`config.mk`:
```
export PLATFORM = sky130hd
export DESIGN_NAME = id_ex_stage
export DESIGN_NICKNAME = d
export VERILOG_FILES = /design/src/rtl/id_ex_stage.sv
export SDC_FILE = /design/constraint.sdc
export NUM_CORES = 1
export LEC_CHECK = 0
export CAP_MARGIN = 20
export CORE_AREA = 2 2 106 98
export CTS_CLUSTER_SIZE = 28
export DETAILED_ROUTE_END_ITERATION = 8
export DIE_AREA = 0 0 108 100
export HOLD_SLACK_MARGIN = 0.02
export PLACE_DENSITY = 0.8
export REMOVE_ABC_BUFFERS = 1
export SLEW_MARGIN = 10
export SYNTH_ARGS = -nofsm -noshare
export SYNTH_HDL_FRONTEND = slang
export SYNTH_SLANG_ARGS = --single-unit
export TNS_END_PERCENT = 50
```
`constraint.sdc`:
```
create_clock -name clk -period 2.1 [get_ports clk]
set_input_delay 0.525 -clock clk [delete_from_list [all_inputs] [get_ports clk]]
set_output_delay 0.525 -clock clk [all_outputs]
set_load 0.01 [all_outputs]
```
`src/rtl/id_ex_stage.sv`:
```
// ID/EX pipeline register with operand bypass, load-use bubble,
// back-pressure hold, flush squash and a saturating stall counter.
//
// Ports:
//   clk, rst           : clock, synchronous active-high reset
//   id_*               : decode slot (valid, reg indices, read data,
//                        immediate, control bundle, load/writeback flags)
//   mem_fwd_*, wb_*    : EX/MEM and writeback bypass buses
//   ex_ready, flush    : execute accept, branch squash
//   ex_*               : registered ID/EX slot
//   stall_out          : decode must hold its instruction
//   stall_cnt          : saturating count of stall cycles
module id_ex_stage #(
    parameter int W  = 16,
    parameter int CW = 8
) (
    input  logic          clk,
    input  logic          rst,
    input  logic          id_valid,
    input  logic [2:0]    id_src,
    input  logic [2:0]    id_dst,
    input  logic [W-1:0]  id_rsrc,
    input  logic [W-1:0]  id_rdst,
    input  logic [W-1:0]  id_imm,
    input  logic [CW-1:0] id_ctrl,
    input  logic          id_mem_read,
    input  logic          id_reg_write,
    input  logic          mem_fwd_en,
    input  logic [2:0]    mem_fwd_wa,
    input  logic [W-1:0]  mem_fwd_data,
    input  logic          wb_en,
    input  logic [2:0]    wb_wa,
    input  logic [W-1:0]  wb_data,
    input  logic          ex_ready,
    input  logic          flush,
    output logic          ex_valid,
    output logic [W-1:0]  ex_a,
    output logic [W-1:0]  ex_b,
    output logic [W-1:0]  ex_imm,
    output logic [2:0]    ex_wa,
    output logic [CW-1:0] ex_ctrl,
    output logic          ex_mem_read,
    output logic          ex_reg_write,
    output logic          stall_out,
    output logic [7:0]    stall_cnt
);

    logic          ex_valid_q, ex_valid_d;
    logic [W-1:0]  ex_a_q, ex_a_d;
    logic [W-1:0]  ex_b_q, ex_b_d;
    logic [W-1:0]  ex_imm_q, ex_imm_d;
    logic [2:0]    ex_wa_q, ex_wa_d;
    logic [CW-1:0] ex_ctrl_q, ex_ctrl_d;
    logic          ex_mem_read_q, ex_mem_read_d;
    logic          ex_reg_write_q, ex_reg_write_d;
    logic [7:0]    stall_cnt_q, stall_cnt_d;

    logic          load_use;
    logic          hold;
    logic          stall;
    logic [W-1:0]  opa;
    logic [W-1:0]  opb;

    always_comb begin
        load_use = id_valid & ex_valid_q & ex_mem_read_q & ex_reg_write_q
                 & ((ex_wa_q == id_src) | (ex_wa_q == id_dst));
        hold     = ex_valid_q & ~ex_ready;
        stall    = ~flush & (load_use | hold);

        // EX/MEM result is younger than WB, so it wins.
        if (mem_fwd_en && mem_fwd_wa == id_src) opa = mem_fwd_data;
        else if (wb_en && wb_wa == id_src)      opa = wb_data;
        else                                    opa = id_rsrc;

        if (mem_fwd_en && mem_fwd_wa == id_dst) opb = mem_fwd_data;
        else if (wb_en && wb_wa == id_dst)      opb = wb_data;
        else                                    opb = id_rdst;
    end

    always_comb begin
        ex_valid_d     = ex_valid_q;
        ex_a_d         = ex_a_q;
        ex_b_d         = ex_b_q;
        ex_imm_d       = ex_imm_q;
        ex_wa_d        = ex_wa_q;
        ex_ctrl_d      = ex_ctrl_q;
        ex_mem_read_d  = ex_mem_read_q;
        ex_reg_write_d = ex_reg_write_q;

        if (flush || (!hold && load_use)) begin
            // squash or bubble: data fields left as-is, slot invalid
            ex_valid_d     = 1'b0;
            ex_mem_read_d  = 1'b0;
            ex_reg_write_d = 1'b0;
        end else if (!hold) begin
            ex_valid_d     = id_valid;
            ex_a_d         = opa;
            ex_b_d         = opb;
            ex_imm_d       = id_imm;
            ex_wa_d        = id_dst;
            ex_ctrl_d      = id_ctrl;
            ex_mem_read_d  = id_valid & id_mem_read;
            ex_reg_write_d = id_valid & id_reg_write;
        end

        stall_cnt_d = stall_cnt_q;
        if (stall && stall_cnt_q != 8'hFF) stall_cnt_d = stall_cnt_q + 8'd1;
    end

    always_ff @(posedge clk) begin
        if (rst) begin
            ex_valid_q     <= 1'b0;
            ex_a_q         <= '0;
            ex_b_q         <= '0;
            ex_imm_q       <= '0;
            ex_wa_q        <= '0;
            ex_ctrl_q      <= '0;
            ex_mem_read_q  <= 1'b0;
            ex_reg_write_q <= 1'b0;
            stall_cnt_q    <= '0;
        end else begin
            ex_valid_q     <= ex_valid_d;
            ex_a_q         <= ex_a_d;
            ex_b_q         <= ex_b_d;
            ex_imm_q       <= ex_imm_d;
            ex_wa_q        <= ex_wa_d;
            ex_ctrl_q      <= ex_ctrl_d;
            ex_mem_read_q  <= ex_mem_read_d;
            ex_reg_write_q <= ex_reg_write_d;
            stall_cnt_q    <= stall_cnt_d;
        end
    end

    assign ex_valid     = ex_valid_q;
    assign ex_a         = ex_a_q;
    assign ex_b         = ex_b_q;
    assign ex_imm       = ex_imm_q;
    assign ex_wa        = ex_wa_q;
    assign ex_ctrl      = ex_ctrl_q;
    assign ex_mem_read  = ex_mem_read_q;
    assign ex_reg_write = ex_reg_write_q;
    assign stall_out    = stall;
    assign stall_cnt    = stall_cnt_q;

endmodule

```
==> impl_metrics.toml, run 1 <==
[power]
power_density_mw_per_mm2 = 595
vdd_ir_drop_max_mv = 0.314
p_int_w = 0.00260
power_frac_clock = 0.359
switching_share = 0.252
power_frac_seq = 0.415
power_leakage_nw = 2.45
p_sw_w = 0.000879
combPwrFrac = 0.226

[floorplan]
die_h_um = 100
io_pins = 180
die_x_um = 108
rows = 35
core_area_mm2 = 0.00985
dieArea_mm2 = 0.0108
initial_core_util = 0.347

[synthesis]
synth_common_cells = "nand2_1, dfxtp_1, a21oi_1, nor2_1"
syn-cell-area_mm2 = 0.00342
synthFlopType = "dfxtp_1"
yosysTopAreaCellShare = 0.409
synth_top_cell_by_area = "dfxtp_1"
synth-seq-cells = 70
synthTopCellsByArea = "dfxtp_1, nand2_1, a21oi_1"
synth.avg_cell_area_um2 = 8.15
yosysSeqAreaShare = 0.409
synth_edf_count = 0
syn_inst = 420
async_flop_share = 0
ys_warn_count = 0
synth_cell_types = 33
yosysMostFrequentCell = "nand2_1"

[clocking]
cts.sink_count = 70
clkLatencyLatePin_ns = 0.34
cts_made_buffers = 9
cts_tree = "yes"
clock_path_buffers = 2
clk_pin_slew_ns = 0.07
htreeDepth = 3
cts_hold_buf = 0
cts_root_buf = "clkbuf_8"

[setup_path]
endpoint_kind = "output pin"
arrival_ns = 1.81
cp_data_required_time_ns = 1.57
cp_max_fo = 2
worstSetupStartpointType = "input port"
r2r_slack_ns = -0.14
worstSetupPathType = "in -> out"
worstRegToRegCells = 8

[global_route]
grt_pass1_wl_um = 17300
antenna_found_initial = 0
grt_use_total = 0.202
grt_max_degree = 49
grt_pass1_vias = 3640
globalRouteOverflowTotal = 0

[routing]
drt-total-wl_um = 11200
firstDrtPassIters = 5
wl_met1_um = 4610
drc_errors = 0
wl_per_cell_um = 15.1
vias = 3718
highest_layer = "met4"
drt_iter0_drc = 127
ant_nets = 0
dr_wl_met2_um = 5620
vias_per_cell = 5.01
routed-wl-met3_um = 733

[cells_and_area]
multi_input_area_mm2 = 0.00197
post-route-util = 0.594
layout-drive-gt1-share = 0.113
nNetsFinal = 718
antenna_cells = 0
fillers = 911
syn2layout_area_growth_pct = 70.9
seqCellArea_mm2 = 0.00140
final_cell_area_mm2 = 0.00585

[timing]
rsz0062_at_grt = "true"
setup_tns_ns = -0.717
worst_pin_slew_ns = 0.412
fmaxAchievable_mhz = 429
finalClockSkew_ns = 0.0153
slew_violations = 0
layout_setup_ws_ns = -0.233
layout_min_cycle_time_ns = 2.33
setup_viol = 6
slew_headroom = 0.726
post-route-period-util = 1.11
hold_viol = 0

[worst_hold_path]
hold_depth = 2
hp-class = "reg -> reg"

[placed_design]
portBuffers = 179
globalplace.congestion = 0.802
placed_cell_area_mm2 = 0.00556
place_ws_ns = -1.04
place_hpwl_um = 8200

[job]
maxCapViolations = 0

[status]
outcome = "complete, but fails checks"
violations = "negative setup slack"
[registers in the layout, indices dropped and copies added, names as in the netlist]
name / flops
ex_valid: 1
ex_reg_write: 1
ex_wa: 3
ex_a: 16
ex_mem_read: 1
stall_cnt: 8
ex_b: 16
ex_ctrl: 8
ex_imm: 16
[worst max-delay path: stages]
cell and delay [ns]:
dlygate4sd2_1 0.25, xor2_1 0.14, or4_4 0.51, a31oi_4 0.22, buf_2 0.16
[placed cells by master, fill, tap and decap left out, drive strengths merged, types with 2 or more instances in the layout]
master / count
nand2: 91
or4: 3
clkdlybuf4s15: 3
buf: 32
xnor2: 12
xor2: 6
clkbuf: 12
nor2: 37
bufinv: 2
mux2i: 32
a211o: 32
nand3: 3
nand4: 6
nor4: 2
dlygate4sd2: 2
and3: 3
clkdlybuf4s50: 170
mux2: 3
nand4b: 2
nor2b: 5
clkinv: 2
a21oi: 66
o31ai: 2
dfxtp: 70
[power by group through the flow]
stage	Clock, W	Combinational, W	Sequential [W]
floorplan	0	0.000242	0.00151
global placement	0	0.000766	0.00147
detailed placement	0	0.000784	0.00148
CTS	0.00129	0.000785	0.00145
global route	0.00134	0.000845	0.00145
finish	0.00125	0.000786	0.00145
[cell families (layout without fill, tap and decap cells)]
family	after synthesis	in the layout	synth area share
flip-flops	70	70	0.409
adder cells (fa/ha/maj)	1	1	0.00365
buffers and inverters	32	225	0.0365
multiplexers	35	35	0.103
AO/OA/AOI/OAI	104	104	0.197
XOR/XNOR	18	18	0.0461
AND/OR/NAND/NOR	160	160	0.204
[per-layer routing]
metal,vias to the layer above,track usage
met5,-,0
met4,0,0.0680
met3,19,0.0643
met2,113,0.358
met1,1750,0.231
li1,1836,-
[cell type report]
type | count | area share
inverters | 1 | 0.000642
multi-input cells | 318 | 0.337
clock buffers | 11 | 0.0259
flip-flops and latches | 70 | 0.240
repair buffers | 208 | 0.355
well taps | 129 | 0.0276
clock inverters | 5 | 0.0139
[through the flow]
| stage | total power [W] | cells | hold slack, ns |
|---|---|---|---|
| global placement | 0.00224 | 725 | 0.442 |
| finish | 0.00348 | 742 | 0.455 |
| global route | 0.00364 | 742 | 0.476 |
| detailed placement | 0.00226 | 725 | 0.446 |
| floorplan | 0.00175 | 389 | 0.474 |
| CTS | 0.00352 | 741 | 0.457 |
[repair_timing]
| item | CTS | global route |
|---|---|---|
| setup endpoints to repair | 68 | 7 |
| gates cloned | 0 | 0 |
| pin swaps | 5 | 6 |
| resized for setup | 22 | 13 |
| setup buffers | 0 | 1 |
[final timing paths]
kind,from,end
max reg2reg,ex_reg_write,stall_cnt[5]
min reg2reg,ex_ctrl[3],ex_ctrl[3]
max,id_src[1],stall_out
min,ex_ctrl[3],ex_ctrl[3]
Note: power is estimated with default switching activity, not from simulation.
==> run 2: changes to the inputs <==
--- a/config.mk
+++ b/config.mk
@@ -5,6 +5,7 @@
 export SDC_FILE = /design/constraint.sdc
 export NUM_CORES = 1
 export LEC_CHECK = 0
+export ABC_AREA = 0
 export CAP_MARGIN = 20
 export CORE_AREA = 2 2 106 98
 export CTS_CLUSTER_SIZE = 28
==> results of run 2 <==
No change in the layout: final DEF, timing and power equal those of run 1.
==> run 3: changes to the inputs <==
--- a/config.mk
+++ b/config.mk
@@ -8,10 +8,10 @@
 export ABC_AREA = 0
 export CAP_MARGIN = 20
 export CORE_AREA = 2 2 106 98
-export CTS_CLUSTER_SIZE = 28
+export CTS_CLUSTER_SIZE = 16
 export DETAILED_ROUTE_END_ITERATION = 8
 export DIE_AREA = 0 0 108 100
-export HOLD_SLACK_MARGIN = 0.02
+export HOLD_SLACK_MARGIN = 0.15
 export PLACE_DENSITY = 0.8
 export REMOVE_ABC_BUFFERS = 1
 export SLEW_MARGIN = 10
==> results of run 3 <==
No change in the layout: final DEF, timing and power equal those of run 1.
